===== src/rtl/fp_pkg.sv =====
// Shared constants and FSM state encoding for the FP adder datapath stages.
package fp_pkg;
  localparam int EXP_W  = 8;
  localparam int FRAC_W = 23;
  localparam logic [EXP_W-1:0] EXP_MAX = '1;
  localparam int BIAS = 127;

  typedef enum logic [1:0] {
    IDLE  = 2'd0,
    CHECK = 2'd1,
    SHIFT = 2'd2,
    DONE  = 2'd3
  } state_t;
endpackage


===== src/rtl/fp_exp_incdec.sv =====
// Exponent +1/-1 unit: a half-adder ripple incrementer, with a decrement done as ~(~x + 1).
module fp_exp_incdec #(
  parameter int W = 8
) (
  input  logic [W-1:0] exp,
  input  logic         dir,     // 0: +1, 1: -1
  output logic [W-1:0] result,
  output logic         carry    // wrap on +1, borrow on -1
);
  logic [W-1:0] x, s;
  logic [W:0]   c;

  assign x    = exp ^ {W{dir}};
  assign c[0] = 1'b1;

  for (genvar i = 0; i < W; i++) begin : g_ha
    fp_half_adder u_ha (.a(x[i]), .b(c[i]), .s(s[i]), .c(c[i+1]));
  end

  assign result = s ^ {W{dir}};
  assign carry  = c[W];
endmodule


===== src/rtl/fp_half_adder.sv =====
// Single-bit half-adder cell.
module fp_half_adder (
  input  logic a,
  input  logic b,
  output logic s,
  output logic c
);
  assign s = a ^ b;
  assign c = a & b;
endmodule


===== src/rtl/fp_normalizer_seq.sv =====
// Post-add normalizer: one right shift or serial single-bit left shifts, then a
// held result on a valid/ready handshake.
module fp_normalizer_seq #(
  parameter int EXP_W  = fp_pkg::EXP_W,
  parameter int FRAC_W = fp_pkg::FRAC_W
) (
  input  logic              clk,
  input  logic              rst,
  input  logic              in_valid,
  output logic              in_ready,
  input  logic              in_sign,
  input  logic [EXP_W-1:0]  in_exp,
  input  logic [FRAC_W+1:0] in_mant,
  output logic              out_valid,
  input  logic              out_ready,
  output logic              out_sign,
  output logic [EXP_W-1:0]  out_exp,
  output logic [FRAC_W-1:0] out_frac,
  output logic              out_zero,
  output logic              out_ovf,
  output logic              out_unf
);
  import fp_pkg::*;

  localparam int MW = FRAC_W + 2;
  localparam int CW = $clog2(FRAC_W + 1);
  localparam logic [EXP_W-1:0] EXP_ONES = '1;

  typedef struct packed {
    logic              sign;
    logic [EXP_W-1:0]  exp;
    logic [FRAC_W-1:0] frac;
    logic              zero;
    logic              ovf;
    logic              unf;
  } rsp_t;

  state_t            state;
  logic              sign_r;
  logic [EXP_W-1:0]  exp_r;
  logic [MW-1:0]     mant_r;
  logic [CW-1:0]     cnt;
  rsp_t              rsp_q;
  logic              vld_q;
  logic [EXP_W-1:0]  exp_nx;
  logic              exp_cy;

  // Increment in CHECK (right shift), decrement in SHIFT (left shift).
  fp_exp_incdec #(.W(EXP_W)) u_incdec (
    .exp    (exp_r),
    .dir    (state == SHIFT),
    .result (exp_nx),
    .carry  (exp_cy)
  );

  always_ff @(posedge clk or posedge rst) begin
    if (rst) begin
      state  <= IDLE;
      sign_r <= 1'b0;
      exp_r  <= '0;
      mant_r <= '0;
      cnt    <= '0;
      rsp_q  <= '0;
      vld_q  <= 1'b0;
    end else begin
      case (state)
        IDLE: begin
          if (in_valid) begin
            sign_r <= in_sign;
            exp_r  <= in_exp;
            mant_r <= in_mant;
            cnt    <= '0;
            state  <= CHECK;
          end
        end
        CHECK: begin
          state <= DONE;
          if (mant_r == '0)
            rsp_q <= '{sign: 1'b0, exp: '0, frac: '0, zero: 1'b1, ovf: 1'b0, unf: 1'b0};
          else if (exp_r == EXP_ONES)
            rsp_q <= '{sign: sign_r, exp: EXP_ONES, frac: '0, zero: 1'b0, ovf: 1'b1, unf: 1'b0};
          else if (mant_r[MW-1]) begin
            if (exp_nx == EXP_ONES || exp_cy)
              rsp_q <= '{sign: sign_r, exp: EXP_ONES, frac: '0, zero: 1'b0, ovf: 1'b1, unf: 1'b0};
            else
              rsp_q <= '{sign: sign_r, exp: exp_nx, frac: mant_r[FRAC_W:1],
                         zero: 1'b0, ovf: 1'b0, unf: 1'b0};
          end else if (mant_r[FRAC_W])
            rsp_q <= '{sign: sign_r, exp: exp_r, frac: mant_r[FRAC_W-1:0],
                       zero: 1'b0, ovf: 1'b0, unf: 1'b0};
          else
            state <= SHIFT;
        end
        SHIFT: begin
          if (exp_r <= EXP_W'(1)) begin
            rsp_q <= '{sign: 1'b0, exp: '0, frac: '0, zero: 1'b1, ovf: 1'b0, unf: 1'b1};
            state <= DONE;
          end else begin
            mant_r <= mant_r << 1;
            exp_r  <= exp_nx;
            cnt    <= cnt + 1'b1;
            // Leading one lands on the hidden bit after this shift; the count is a backstop.
            if (mant_r[FRAC_W-1] || cnt == CW'(FRAC_W - 1)) begin
              rsp_q <= '{sign: sign_r, exp: exp_nx, frac: {mant_r[FRAC_W-2:0], 1'b0},
                         zero: 1'b0, ovf: 1'b0, unf: 1'b0};
              state <= DONE;
            end
          end
        end
        DONE: begin
          if (vld_q && out_ready) begin
            vld_q <= 1'b0;
            state <= IDLE;
          end else begin
            vld_q <= 1'b1;
          end
        end
        default: state <= IDLE;
      endcase
    end
  end

  assign in_ready  = (state == IDLE) && !rst;
  assign out_valid = vld_q;
  assign out_sign  = rsp_q.sign;
  assign out_exp   = rsp_q.exp;
  assign out_frac  = rsp_q.frac;
  assign out_zero  = rsp_q.zero;
  assign out_ovf   = rsp_q.ovf;
  assign out_unf   = rsp_q.unf;
endmodule


===== config.mk =====
export PLATFORM = sky130hd
export DESIGN_NAME = fp_normalizer_seq
export DESIGN_NICKNAME = d
export VERILOG_FILES = /design/src/rtl/fp_pkg.sv /design/src/rtl/fp_exp_incdec.sv /design/src/rtl/fp_half_adder.sv /design/src/rtl/fp_normalizer_seq.sv
export SDC_FILE = /design/constraint.sdc
export NUM_CORES = 1
export LEC_CHECK = 0
export BUFFER_PORTS_ARGS = -buffer_cell sky130_fd_sc_hd__buf_2
export CAP_MARGIN = 10
export CORE_MARGIN = 2
export CORE_UTILIZATION = 30
export CTS_CLUSTER_DIAMETER = 120
export DETAILED_ROUTE_END_ITERATION = 10
export PLACE_DENSITY_LB_ADDON = 0.08
export SLEW_MARGIN = 5
export SYNTH_ARGS = -nofsm -noshare
export SYNTH_HDL_FRONTEND = slang
export SYNTH_SLANG_ARGS = --single-unit

===== constraint.sdc =====
create_clock -name clk -period 6 [get_ports clk]
set_clock_uncertainty 0.15 [all_clocks]
set_input_delay 0.6 -clock clk [delete_from_list [all_inputs] [get_ports clk]]
set_output_delay 0.6 -clock clk [all_outputs]
set_load 0.005 [all_outputs]

==> flow_summary.yaml <==
grt:
  antenna_found_initial: 0
  grt_max_degree: 78
  grt_overflow: 0
  grt_pass1_vias: 3805
  grt_usage: 0.168
  grt_pass1_wl_um: 21400
clocking:
  cts_tree: "done"
  post_cts_buffers: 0
  cts_root_buffer: "clkbuf_16"
  cts_max_level: 3
  cts_resized: 0
  cts-hold-fix-buffers: 0
  clock_latency_ns: 0.34
  clock_sinks: 77
  cts.clk_slew.worst_paths_ns: 0.06
  cts_buffer_depth: 2
  numCtsBuffers: 9
finish:
  final_nets: 591
  diodes: 0
  final_layout_size_suffix_gt1_frac: 0.216
  design_area_um2: 5370
  fin_cells: 730
  syn_to_final_growth_pct: 17.5
  final_util: 0.357
  final_common_cell: "dfrtp_1"
  final_cell_mix: "dfrtp_1 (77), buf_2 (74), a21oi_1 (45), mux2i_1 (39)"
timing:
  min_period_over_period: 0.764
  holdWs_ns: 0.325
  rsz0062_at_grt: "false"
  hold_violations: 0
  slew_headroom: 0.262
  totalNegativeSetupSlack_ns: 0
  fin_crit_ns: 4.59
  drv_slew: 0
  setup_violations: 0
  worst_slack_ns: 1.41
  worstMarginPinSlew_ns: 1.11
  max_freq_mhz: 218
flow_run:
  max_cap_viol_count: 0
worst_hold_path:
  hold_path.class: "primary input to flip-flop"
placement:
  port_buffers: 74
  dp_cells: 714
  post-dp-hpwl_um: 8840
  dp_slack_ns: 1.42
  dpl_cell_area_um2: 5090
  place.gp.congestion: 0.780
power_and_ir_drop:
  comb_power_share: 0.535
  power.density_nw_per_um2: 633
  power.total_mw: 3.40
  switching_share: 0.454
  worst_ir_drop_vdd_mv: 0.185
  leakage_nw: 2.32
  switching_power_mw: 1.54
  seqPwrFrac: 0.313
  pwr-share-clk: 0.152
  internal-power_mw: 1.85
yosys:
  syn_nets: 535
  synthAdderAreaFrac: 0.0438
  synthTopCellsByArea: "dfrtp_1 (42%), mux2i_1 (8.5%), a21oi_1 (4.9%), ha_1 (4.4%), nand2_1 (3.0%)"
  synth-edff-count: 0
  synth_ff_type: "dfrtp_1"
  synthSimpleGateAreaFrac: 0.136
  syn-cell-area_um2: 4570
  postSynth.asyncResetShare: 1.00
  synthXorXnorAreaFrac: 0.0192
  yosys_register_bits: 77
  syn_avg_cell_area_um2: 9.50
  muxShareOfSynthArea: 0.108
  seq_area_frac_synth: 0.422
  yosysTopAreaCellShare: 0.422
  synth_compound_area_frac: 0.214
  synth_top_family_by_area: "compound AO/OA/AOI/OAI gates"
  yosys_warnings: 0
  netlist.top_cell.by_area: "dfrtp_1"
  ys_types: 50
  synthCells: 481
run_status:
  status: "finished, final reports clean"
floorplanning:
  initial_core_util: 0.304
  fp.dieW_um: 127
  num_rows: 45
  dieArea_um2: 16200
  fp.dieH_um: 127
  core_um2: 15000
  ios: 75
detailed_routing:
  final_antenna_net_count: 0
  routed_wl_um: 13000
  via_per_inst: 5.32
  via_count: 3884
  route.detailed.drc: 0
  drt_iter0_drc: 225
  dr.pass1.iters: 4
  post_drt_wl_per_cell_um: 17.8
critical_path:
  cp.arrival_ns: 4.61
  timing_worst_setup_path_type: "flip-flop to flip-flop"
  cp.required_ns: 6.02
  endpoint_kind: "flip-flop"
  worst_setup_path_start_kind: "flip-flop"
  crit_fanout: 14
final timing paths:
check                                                end  slack (ns)  cells after the start                 start
worst max-delay path             out_frac[4]$_DFFE_PP0P_        1.41                     15  state[0]$_DFFE_PP0P_
worst min-delay path               mant_r[0]$_DFFE_PP0P_        0.32                      2            in_mant[0]
worst max register to register   out_frac[4]$_DFFE_PP0P_        1.41                     15  state[0]$_DFFE_PP0P_
worst min register to register      out_sign$_DFFE_PP0P_        0.33                      1  out_sign$_DFFE_PP0P_
max in group asynchronous       out_frac[16]$_DFFE_PP0P_        4.59                      3                   rst
min in group asynchronous           exp_r[2]$_DFFE_PP0P_        0.44                      3                   rst
power groups by stage:
| stage | sequential (mW) | clock (mW) | combinational (mW) |
|---|---|---|---|
| 2_1_floorplan | 0.991 | 0 | 1.38 |
| 3_3_place_gp | 1.08 | 0 | 1.79 |
| 3_5_place_dp | 1.08 | 0 | 1.82 |
| 4_1_cts | 1.07 | 0.539 | 1.82 |
| 5_1_grt | 1.11 | 0.564 | 2.04 |
| 6_report | 1.06 | 0.518 | 1.82 |
critical path, cell delays in order, from the launching register on:
cell      delay [ns]
dfrtp_1         0.40
inv_1           0.14
ha_2            0.37
o22ai_1         0.12
ha_1            0.21
ha_1            0.20
ha_1            0.20
ha_1            0.20
ha_1            0.20
ha_1            0.32
or4b_1          0.51
a21oi_1         0.60
a21oi_1         0.23
o21ai_1         0.18
buf_4           0.23
o221ai_1        0.15
registers in the layout, indices dropped and copies added, names as in the netlist:
signal	cells
cnt	5
exp_r	8
mant_r	25
out_exp	8
out_frac	23
out_ovf	1
out_sign	1
out_unf	1
out_valid	1
out_zero	1
sign_r	1
state	2
area by class of cell:
cell class	count	area (um^2)
Clock buffer	12	256
Clock inverter	4	22.5
Fill cell	1564	9660
Inverter	23	87.6
Multi-Input combinational cell	344	2410
Sequential cell	77	1930
Tap cell	188	235
Timing Repair Buffer	82	430
cell usage after synthesis (11+ instances only):
| library cell | instances |
|---|---|
| a21oi_1 | 45 |
| a31oi_1 | 15 |
| clkbuf_1 | 13 |
| dfrtp_1 | 77 |
| ha_1 | 16 |
| inv_1 | 23 |
| mux2i_1 | 39 |
| nand2_1 | 36 |
| nand4_1 | 19 |
| nor2_1 | 36 |
| nor2b_1 | 11 |
| o211ai_1 | 11 |
| o21ai_0 | 16 |
| o221ai_1 | 13 |
kinds of logic (layout without fill, tap and decap cells):
family                     count (synthesis)  in the layout
and+or+nand+nor                          125            125
AOI/OAI and AO/OA                        145            145
muxes                                     48             48
DFF                                       77             77
xor gates and xnor gates                  10             10
adders and majority gates                 16             16
buffers and inverters                     60            121
metal layers:
metal | part of all wire | vias up | routed length (um) | track usage
li1 | - | 1891 | - | -
met1 | 0.49 | 1893 | 6360 | 0.234
met2 | 0.46 | 90 | 5940 | 0.265
met3 | 0.043 | 10 | 559 | 0.0452
met4 | 0.0093 | 0 | 121 | 0.0343
met5 | 0 | - | 0 | 0
No activity file was read; power rests on OpenSTA's default activity.
